File: src/rtl/inst_mem_loader.sv
// Boot loader: UART byte stream {N_hi, N_lo, 4*N big-endian bytes} -> instruction RAM writes.
// One-cycle write latency after each 4th byte; no backpressure, so every rx_valid strobe is consumed.
module inst_mem_loader #(
    parameter logic [31:0] BASE_ADDR      = 32'h0040_0000,
    parameter int          RAM_ADDR_WIDTH = 9,
    parameter logic [23:0] TIMEOUT_CYCLES = 24'd10_000_000
) (
    input  logic                    clk,
    input  logic                    reset,
    input  logic [7:0]              rx_data,
    input  logic                    rx_valid,
    input  logic                    reload,
    output logic                    wr_en,
    output logic [31:0]             wr_addr,
    output logic [31:0]             wr_data,
    output logic                    cpu_hold,
    output logic                    done,
    output logic                    error,
    output logic [RAM_ADDR_WIDTH:0] words_written
);

    localparam logic [16:0] MAX_WORDS = 17'(2 ** RAM_ADDR_WIDTH);

    typedef enum logic [2:0] {
        S_LEN_HI,
        S_LEN_LO,
        S_DATA,
        S_DONE,
        S_ERROR
    } state_t;

    state_t      state, state_d;
    logic [7:0]  len_hi;
    logic [15:0] len;
    logic [23:0] asm_q;
    logic [1:0]  byte_cnt;
    logic [23:0] tmo_cnt;

    logic [15:0] len_rx;
    logic        len_bad;
    logic        tmo_active;
    logic        tmo_hit;
    logic        word_last;
    logic        restart;

    always_comb begin
        len_rx     = {len_hi, rx_data};
        len_bad    = (len_rx == 16'd0) || ({1'b0, len_rx} > MAX_WORDS);
        tmo_active = (state == S_LEN_LO) || (state == S_DATA);
        tmo_hit    = tmo_active && !rx_valid && ((tmo_cnt + 24'd1) == TIMEOUT_CYCLES);
        word_last  = (state == S_DATA) && rx_valid && (byte_cnt == 2'd3);
        restart    = reload && ((state == S_DONE) || (state == S_ERROR));
        state_d    = state;

        case (state)
            S_LEN_HI: begin
                if (rx_valid) state_d = S_LEN_LO;
            end
            S_LEN_LO: begin
                if (rx_valid)     state_d = len_bad ? S_ERROR : S_DATA;
                else if (tmo_hit) state_d = S_ERROR;
            end
            S_DATA: begin
                // Leave only once the final write pulse is on the port, so done follows it.
                if (wr_en && (16'(words_written) == len)) state_d = S_DONE;
                else if (tmo_hit)                          state_d = S_ERROR;
            end
            S_DONE, S_ERROR: begin
                if (restart) state_d = S_LEN_HI;
            end
            default: state_d = S_LEN_HI;
        endcase

        done     = (state == S_DONE);
        error    = (state == S_ERROR);
        cpu_hold = (state != S_DONE);
    end

    always_ff @(posedge clk) begin
        if (reset) state <= S_LEN_HI;
        else       state <= state_d;
    end

    always_ff @(posedge clk) begin
        if (reset) begin
            wr_en         <= 1'b0;
            wr_addr       <= BASE_ADDR;
            wr_data       <= 32'd0;
            words_written <= '0;
            len_hi        <= 8'd0;
            len           <= 16'd0;
            asm_q         <= 24'd0;
            byte_cnt      <= 2'd0;
            tmo_cnt       <= 24'd0;
        end else begin
            wr_en <= word_last;

            if (!tmo_active || rx_valid) tmo_cnt <= 24'd0;
            else                         tmo_cnt <= tmo_cnt + 24'd1;

            if ((state == S_LEN_HI) && rx_valid) len_hi <= rx_data;

            // A fresh length always starts word assembly from byte 0, dropping any stale partial.
            if ((state == S_LEN_LO) && rx_valid) begin
                len      <= len_rx;
                byte_cnt <= 2'd0;
            end

            if ((state == S_DATA) && rx_valid) begin
                asm_q    <= {asm_q[15:0], rx_data};
                byte_cnt <= byte_cnt + 2'd1;
            end

            if (word_last) begin
                wr_data       <= {asm_q, rx_data};
                wr_addr       <= BASE_ADDR + 32'({words_written, 2'b00});
                words_written <= words_written + 1'b1;
            end

            if (restart) begin
                words_written <= '0;
                wr_addr       <= BASE_ADDR;
            end
        end
    end

endmodule

File: config.mk
export PLATFORM = sky130hd
export DESIGN_NAME = inst_mem_loader
export DESIGN_NICKNAME = d
export VERILOG_FILES = /design/src/rtl/inst_mem_loader.sv
export SDC_FILE = /design/constraint.sdc
export NUM_CORES = 1
export LEC_CHECK = 0
export ABC_AREA = 1
export CAP_MARGIN = 20
export CORE_ASPECT_RATIO = 0.9
export CORE_MARGIN = 3
export CORE_UTILIZATION = 34
export DETAILED_ROUTE_END_ITERATION = 10
export GPL_TIMING_DRIVEN = 1
export PLACE_DENSITY_LB_ADDON = 0.12
export RECOVER_POWER = 50
export SLEW_MARGIN = 20
export SYNTH_ARGS = -nofsm -noshare
export SYNTH_HDL_FRONTEND = slang
export SYNTH_SLANG_ARGS = --single-unit
File: constraint.sdc
create_clock -name clk -period 2.6 [get_ports clk]
set_input_delay 0.26 -clock clk [delete_from_list [all_inputs] [get_ports clk]]
set_output_delay 0.26 -clock clk [all_outputs]
set_load 0.005 [all_outputs]
Yosys cells after proc, flatten, opt, wreduce, memory -nomap -nowiden
Index checks and enable logic that the tools add are counted.
- register bits: 152
- input port bits: 12
- word-level logic and storage cells: 55
- add/sub/neg operators: 4
- magnitude comparators: 1
- equality and inequality tests: 10
- multiplexer cells: 9
- reduce and logical (&&, ||, !) cells: 21
- operators by type and width (kind ; number):
    23-bit by 12-bit adder with 24-bit output (first input constant) ; 1
    24-bit by 1-bit adder with 24-bit output (second input constant) ; 1
    24-bit equality test (second input constant) ; 1
    3-bit two-way mux ; 6
    10-bit by 16-bit equality test with 1-bit output ; 1
    16-bit by 10-bit greater-than comparator with 1-bit output (second input constant) ; 1
    16-bit logical NOT ; 1
    3-bit case mux with 4 select lines ; 1
    10-bit by 1-bit adder with 10-bit output (second input constant) ; 1
    1-bit logical AND ; 8
    3-bit by 2-bit equality test with 1-bit output (second input constant) ; 2
    2-bit OR reduction ; 3
    1-bit logical OR ; 4
    2-bit two-way mux ; 2
    2-bit inequality test (second input constant) ; 2
    3-bit by 1-bit equality test with 1-bit output (second input constant) ; 1
    3-bit equality test (second input constant) ; 1
    3-bit logical NOT ; 1
    3-bit by 2-bit inequality test with 1-bit output (second input constant) ; 1
    2-bit by 1-bit adder with 2-bit output (second input constant) ; 1
    2-bit equality test (second input constant) ; 1
    1-bit logical NOT ; 2
    2-bit AND reduction ; 1
    2-bit nonzero test ; 1

Logic depth before layout (Yosys ltp)
Gate-level depths: netlist of run 1.
- depth in word-level cells: 7
- gate-level depth with buffers: 19
- gate-level depth less buffers: 19

Worst setup path after synthesis of run 1
No wires, ideal clock.
- path type: register to register
- start: register tmo_cnt[0]
- end: register state[1]
- setup time: 0.109 ns
- arrival: 1.746 ns
- slack: 0.745 ns
- cell stages (with the launch flop): 17
- period minus slack after synthesis: 1.855 ns
- cell sequence: dfxtp_1 ha_1 nand2_1 nor2_4 nand2_1 nor2_2 nand3_1 a21oi_1 nand2_1 nor2_2 nand2_2 nand2_1 nand2_1 nand2_1 o211ai_1 nand2_1 inv_1
- word-level cells in the longest chain between the ends: 6
- ends and longest elaborated chain (what ; line ; text):
    start, declared ; 37 ; logic [23:0] tmo_cnt;
    start signal, assigned ; 99 ; else tmo_cnt <= tmo_cnt + 24'd1;
    24-bit by 1-bit adder with 24-bit output (*) ; 50 ; tmo_hit = tmo_active && !rx_valid && ((tmo_cnt + 24'd1) == TIMEOUT_CYCLES);
    24-bit equality test (*) ; 50 ;
    1-bit logical AND (*) ; 50 ;
    3-bit two-way mux (*) ; n/a ;
    3-bit two-way mux (on tied branches) ; n/a ;
    3-bit case mux with 4 select lines (*) ; n/a ;
    end signal, assigned ; 81 ; else state <= state_d;
    end, declared ; 32 ; state_t state, state_d;
Every way passes the cells marked *; elsewhere a longest branch is shown, timed or not.
A chain may end at the register's enable or synchronous reset.

Final worst setup path of run 1
- start: register state[1]
- end: register asm_q[21]
- word-level cells in the longest chain between the ends: 2
- ends and longest elaborated chain (what ; line ; text):
    3-bit by 2-bit equality test with 1-bit output ; 109 ; if ((state == S_DATA) && rx_valid) begin
    1-bit logical AND ; 109 ;
    end signal, assigned ; 110 ; asm_q <= {asm_q[15:0], rx_data};
    end, declared ; 35 ; logic [23:0] asm_q;
No other way between the ends.

==> impl_metrics.json, run 1 <==
{
  "outcome": "completed",
  "slew_headroom_pct": 23.60,
  "port_buffers": 67,
  "path_max_fanout": 35,
  "clk_pin_slew_worst_paths_ns": 0.06,
  "finalSetupViolCount": 0,
  "cpMostUsedCell": "nor2_1",
  "vias": 5220,
  "num_rows": 44,
  "grt_pass1_wl_um": 24580,
  "overflow": 0,
  "grtUsageMet2_pct": 25.58,
  "ios": 90,
  "area_growth_pct": 25.39,
  "fillers": 1664,
  "drtAntennaViolNets": 0,
  "routedWlPerCell_um": 14.03,
  "grt_usage_pct": 16.90,
  "core_area_um2": 16300,
  "first_iter_violations": 301,
  "grt_use_met1_pct": 24.15,
  "worst_slack_ns": 0.3657,
  "power_density_nw_per_um2": 699.8,
  "hold_violations": 0,
  "synthArstFlopShare_pct": 0,
  "power.total_mw": 5.020,
  "design.die.area_um2": 18420,
  "cts_tree": "done",
  "dr.pass1.iters": 5,
  "muxShareOfSynthArea_pct": 0,
  "place_ws_ns": 0.4191,
  "mostFrequentLayoutCell": "nand2_1",
  "final_cell_mix": "173 x nand2_1, 130 x dfxtp_1, 91 x nor2_1",
  "worst_pin_slew_ns": 1.146,
  "synth_top_family_by_area": "simple AND/OR/NAND/NOR gates",
  "finClkSkew_ns": 0.01589,
  "synthAdderAreaFrac_pct": 0.8747,
  "crit_type": "flop to flop",
  "cts_resized": 0,
  "synth-seq-cells": 130,
  "finish.utilization_pct": 44.03,
  "cts_max_level": 4,
  "antenna_cells": 0,
  "clock_latency_ns": 0.42,
  "drive_gt1_share_pct": 7.216,
  "die_h_um": 129.1,
  "period_needed_ns": 2.234,
  "grt_pass1_vias": 4850,
  "seq_area_frac_synth_pct": 45.48,
  "period_share_pct": 85.93,
  "yosysWarnings": 0,
  "gp_congestion": 0.8285,
  "slowest_delay_ns": 0.56,
  "route.detailed.drc": 0,
  "numCtsBuffers": 17,
  "hold_class": "flop to flop",
  "antenna_found_initial": 0,
  "die-width_um": 142.7,
  "leakage_nw": 3.132,
  "fin_nets": 877,
  "clock.fmax_mhz": 447.6,
  "cts.path.max_buffers": 2,
  "busiest_layer": "met2",
  "dpl.hpwl_um": 11170,
  "cts.sinks": 130,
  "clock-root-buffer": "clkbuf_16",
  "synth_top_area_share_pct": 45.48,
  "synth_compound_area_share_pct": 12.66,
  "cts_hold_buffers": 0,
  "synth-simple-area-share_pct": 28.82,
  "cp-end-kind": "flop",
  "ir_worst_vdd_mv": 0.4750,
  "syn_area_um2": 5722,
  "setup_tns_ns": 0,
  "synth-edff-count": 0,
  "critPathSlowestCell": "clkinv_1",
  "syn_area_per_cell_um2": 7.206,
  "met3_usage_pct": 4.244,
  "worstPathCellList": "nand3_1 > nor2_2 > clkbuf_2 > clkinv_1 > nor2_1 > nor2_1",
  "synth_cells": 794,
  "max-cap-violations": 0,
  "cp.arrival_ns": 2.54,
  "worstPathRequired_ns": 2.91,
  "synthXorXnorAreaFrac_pct": 1.837,
  "ys_types": 34,
  "netlist_top_cells_area": "dfxtp_1 45%, nand2_1 11%, a21oi_1 6.0%",
  "drt-total-wl_um": 15150,
  "grt_max_degree": 40,
  "initial_core_util_pct": 35.11,
  "vias_per_cell": 4.833,
  "post_cts_buffers": 0,
  "yosys_most_used_dff": "dfxtp_1",
  "startpoint_type": "flop",
  "final_max_slew_viol_count": 0,
  "synth_top_cell_by_area": "dfxtp_1",
  "grt_setup_unrepaired": "false"
}
==> metrics by stage <==
step | instance area, um^2 | cells | hold slack [ns]
2_1_floorplan | 5797 | 814 | 0.4250
3_3_place_gp | 6538 | 1049 | 0.4559
3_5_place_dp | 6538 | 1049 | 0.4585
4_1_cts | 7184 | 1080 | 0.4546
5_1_grt | 7174 | 1080 | 0.4812
6_report | 7174 | 1080 | 0.4600
==> layout make-up <==
class	count	area (um^2)	share of cell area (%)
Inverter	81	304.0	4.238
Timing Repair Buffer	79	750.7	10.46
Multi-Input combinational cell	552	2611	36.40
Clock inverter	12	203.9	2.843
Tap cell	207	259.0	3.610
Clock buffer	19	442.9	6.174
Sequential cell	130	2603	36.27
==> synthesized netlist by cell type, drive strengths merged (2+ instances only) <==
cell and n:
buf 26, nand3b 4, dfxtp 130, ha 4, a21oi 69, conb 2, nor4 3, clkbuf 25
nor2 102, clkinv 2, o21bai 3, nand2 178, o21ai 65, nand3 64, nor3 8, xnor2 6
xor2 6, or2 3, nand4 11, inv 79
==> worst paths after layout <==
check,from,end,slack (ns),cells past startpoint
hold reg to reg,wr_addr[7],wr_addr[7],0.46,2
setup reg to reg,state[1],asm_q[21],0.37,6
setup / recovery,state[1],asm_q[21],0.37,6
hold / removal,wr_addr[7],wr_addr[7],0.46,2
==> flip-flops by register name, indices dropped and copies added, names as in the netlist, 3 cells and up <==
signal and count:
state 3, wr_addr 10, words_written 10, len 16, asm_q 24, wr_data 32, len_hi 8, tmo_cnt 24
==> critical path, delay by kind of cell, from the launching register on <==
family / cells / cell delay (ns)
flip-flops: 1 / 0.43
AND/OR/NAND/NOR: 4 / 0.66
buffers and inverters: 2 / 1.03
==> where the power goes <==
group	leakage, nW	total [mW]	switching (mW)	internal (mW)
Clock	0.306	2.64	0.909	1.73
Combinational	1.78	0.301	0.202	0.0990
Sequential	1.05	2.08	0.0363	2.05
==> cell families after synthesis <==
logic type	after synthesis
other	2
buffers and inverters	132
xor gates and xnor gates	12
adders and majority gates	4
and+or+nand+nor	373
AOI/OAI and AO/OA	141
DFF	130
==> routing by layer <==
metal  up-vias  part of all wire (%)  wire length, um
li1       2654                     -                -
met5         -                     0                0
met2       136                    44             6741
met4         0                  0.99              150
met3        14                   6.0              912
met1      2416                    48             7346
No activity file was read; power rests on OpenSTA's default activity.
==> inputs of run 2 (changes only) <==
Settings changed: TNS_END_PERCENT set to 10.
==> results of run 2 <==
Same layout as run 1: the final DEF is identical, and so are final timing and power.
==> inputs of run 3 (changes only) <==
Clock period 2.6 ns to 2.2 ns, I/O delays scaled along.
==> run 3 against run 2 <==
Effect of this change: die area did not move; hold slack got worse by 0.042 ns; largest power group unchanged; via count fell by 2.1%; critical path depth rose by 10; register-to-register slack got worse by 0.14 ns; highest routed layer unchanged; sequential power rose by 18%; total power rose by 14%; global-route usage fell by 0.23 points; wire length fell by 1.6%; clock-buffer cell count fell by 2.
==> impl_metrics.json, run 3 (synthesis results as in run 1) <==
{
  "ir_worst_vdd_mv": 0.4994,
  "holdWs_ns": 0.4178,
  "post_cts_buffers": 0,
  "cp-end-kind": "flop",
  "swShare_pct": 24.15,
  "p_int_mw": 4.331,
  "die_h_um": 129.1,
  "cts.sinks": 130,
  "drtAntennaViolNets": 0,
  "grt_setup_unrepaired": "false",
  "crit_family": "simple AND/OR/NAND/NOR gates",
  "clock-root-buffer": "clkbuf_16",
  "cts_max_level": 4,
  "slowest_delay_ns": 0.38,
  "regMostFlops": "wr_data",
  "critPathSlowestCell": "dfxtp_4",
  "vias": 5110,
  "max-cap-violations": 0,
  "min_path_cells": 3,
  "grt_usage_pct": 16.67,
  "final_max_slew_viol_count": 0,
  "ff2ff_path_depth": 16,
  "mostFrequentLayoutCell": "nand2_1",
  "finClkSkew_ns": 0.01793,
  "core_area_um2": 16300,
  "clock_latency_ns": 0.42,
  "slew_headroom_pct": 49.70,
  "clkPwrFrac_pct": 50.7,
  "worstPathCellList": "ha_4 > nand2_2 > nor2_4 > nand2_4 > o21bai_1 > nand2_1 > nor2_1 > nand3_1 > nor2_2 > nand2_2 > nand2_1 > nand2_1 > nand2_1 > o211ai_1 > nand2_1 > inv_1",
  "power_density_nw_per_um2": 792.8,
  "port_buffers": 67,
  "routedWlPerCell_um": 13.77,
  "die-width_um": 142.7,
  "first_iter_violations": 394,
  "finish.utilization_pct": 44.20,
  "timing.rr.end": "state[1]",
  "worst_pin_slew_ns": 0.7545,
  "num_rows": 44,
  "fillers": 1690,
  "initial_core_util_pct": 35.11,
  "p_comb_share_pct": 6.2,
  "r2r_slack_ns": 0.22,
  "period_share_pct": 89.86,
  "cts.path.max_buffers": 2,
  "min_from": "rx_data[4]",
  "antenna_cells": 0,
  "drive_gt1_share_pct": 8.904,
  "path_buf_inv": 1,
  "cpMostUsedCell": "nand2_1",
  "design.die.area_um2": 18420,
  "area_growth_pct": 25.89,
  "setup_tns_ns": 0,
  "hold_violations": 0,
  "fin_nets": 879,
  "period_needed_ns": 1.977,
  "numCtsBuffers": 17,
  "dr.pass1.iters": 5,
  "power.share.sequential_pct": 43.1,
  "clk_pin_slew_worst_paths_ns": 0.06,
  "grt_max_degree": 47,
  "hold_class": "primary input to flop",
  "dpl.hpwl_um": 11110,
  "worstPathRequired_ns": 2.50,
  "startpoint_type": "flop",
  "worstHoldEndpoint": "len_hi[4]",
  "clock.fmax_mhz": 505.8,
  "crit_type": "flop to flop",
  "finalSetupViolCount": 0,
  "ios": 90,
  "gp_congestion": 0.8176,
  "overflow": 0,
  "leakage_nw": 3.161,
  "vias_per_cell": 4.718,
  "reg_top3": "wr_data (32), asm_q (24), tmo_cnt (24)",
  "path_max_fanout": 5,
  "outcome": "completed",
  "grt_pass1_wl_um": 24330,
  "cts_tree": "done",
  "grt_pass1_vias": 4808,
  "antenna_found_initial": 0,
  "p_switching_mw": 1.379,
  "cp.arrival_ns": 2.28,
  "rr_startpoint": "tmo_cnt[0]",
  "final_cell_mix": "170 x nand2_1, 128 x dfxtp_1, 88 x nor2_1",
  "largest_register_ffs": 32,
  "route.detailed.drc": 0,
  "drt-total-wl_um": 14920
}
==> run 3: cell count changes in the layout (fill, tap and decap cells not counted), sizes merged <==
cell	change
bufinv	-2
dlygate4sd3	+2
buf	+2
clkinv	+5
clkinvlp	-2
clkbuf	-2
inv	+2
clkdlybuf4s50	-2
==> run 3: worst max path at each step <==
| stage | slack [ns] | startpoint | end | depth (start not counted) |
|---|---|---|---|---|
| finish | 0.22 | tmo_cnt[0] | state[1] | 16 |
| global route | 0.001 | tmo_cnt[0] | state[1] | 18 |
| CTS | 0.08 | tmo_cnt[0] | state[1] | 16 |
| detailed placement | 0.1 | tmo_cnt[0] | state[1] | 16 |
| global placement | 0.11 | tmo_cnt[0] | state[1] | 16 |
| floorplan | 0.34 | tmo_cnt[0] | state[1] | 16 |
==> run 3: final cells by class <==
class | count | area, um^2 | share of cell area (%)
clock inverter | 15 | 181.4 | 2.519
clock buffer | 17 | 425.4 | 5.906
timing repair buffer | 81 | 767.0 | 10.65
tap | 207 | 259.0 | 3.596
sequential | 130 | 2610 | 36.23
inverter | 81 | 306.5 | 4.256
multi-input combinational | 552 | 2654 | 36.84
==> run 3: power by group through the flow <==
stage | clock (mW) | combinational, mW | sequential (mW)
after detailed placement | 0 | 0.351 | 2.51
after global routing | 3.08 | 0.403 | 2.47
final | 2.90 | 0.352 | 2.46
after global placement | 0 | 0.346 | 2.51
after CTS | 2.97 | 0.354 | 2.46
after floorplan | 0 | 0.280 | 2.50
==> run 3: tightest hold or removal path, stage by stage <==
cell,delay (ns)
clkdlybuf4s50_1,0.42
nand3_1,0.09
a21oi_1,0.06
==> run 3: what timing repair did <==
item	4_1_cts	5_1_grt
gates resized for setup	0	17
hold buffers	0	0
endpoints found under the setup margin	0	3
==> run 3: layer usage <==
layer / wire length, um / vias to the layer above / GRT usage [%]
met3: 761 / 18 / 4.317
met4: 235 / 0 / 5.310
met1: 7245 / 2308 / 23.26
met2: 6672 / 128 / 25.30
li1: - / 2656 / -
met5: 0 / - / 0
==> run 3: through the flow <==
step	instances	setup WS [ns]	total power, mW	area, um^2
2_1_floorplan	814	0.3448	2.778	5797
3_3_place_gp	1051	0.1123	2.857	6553
3_5_place_dp	1051	0.09764	2.863	6553
4_1_cts	1083	0.07820	5.785	7159
5_1_grt	1083	0.001218	5.953	7203
6_report	1083	0.2231	5.711	7203
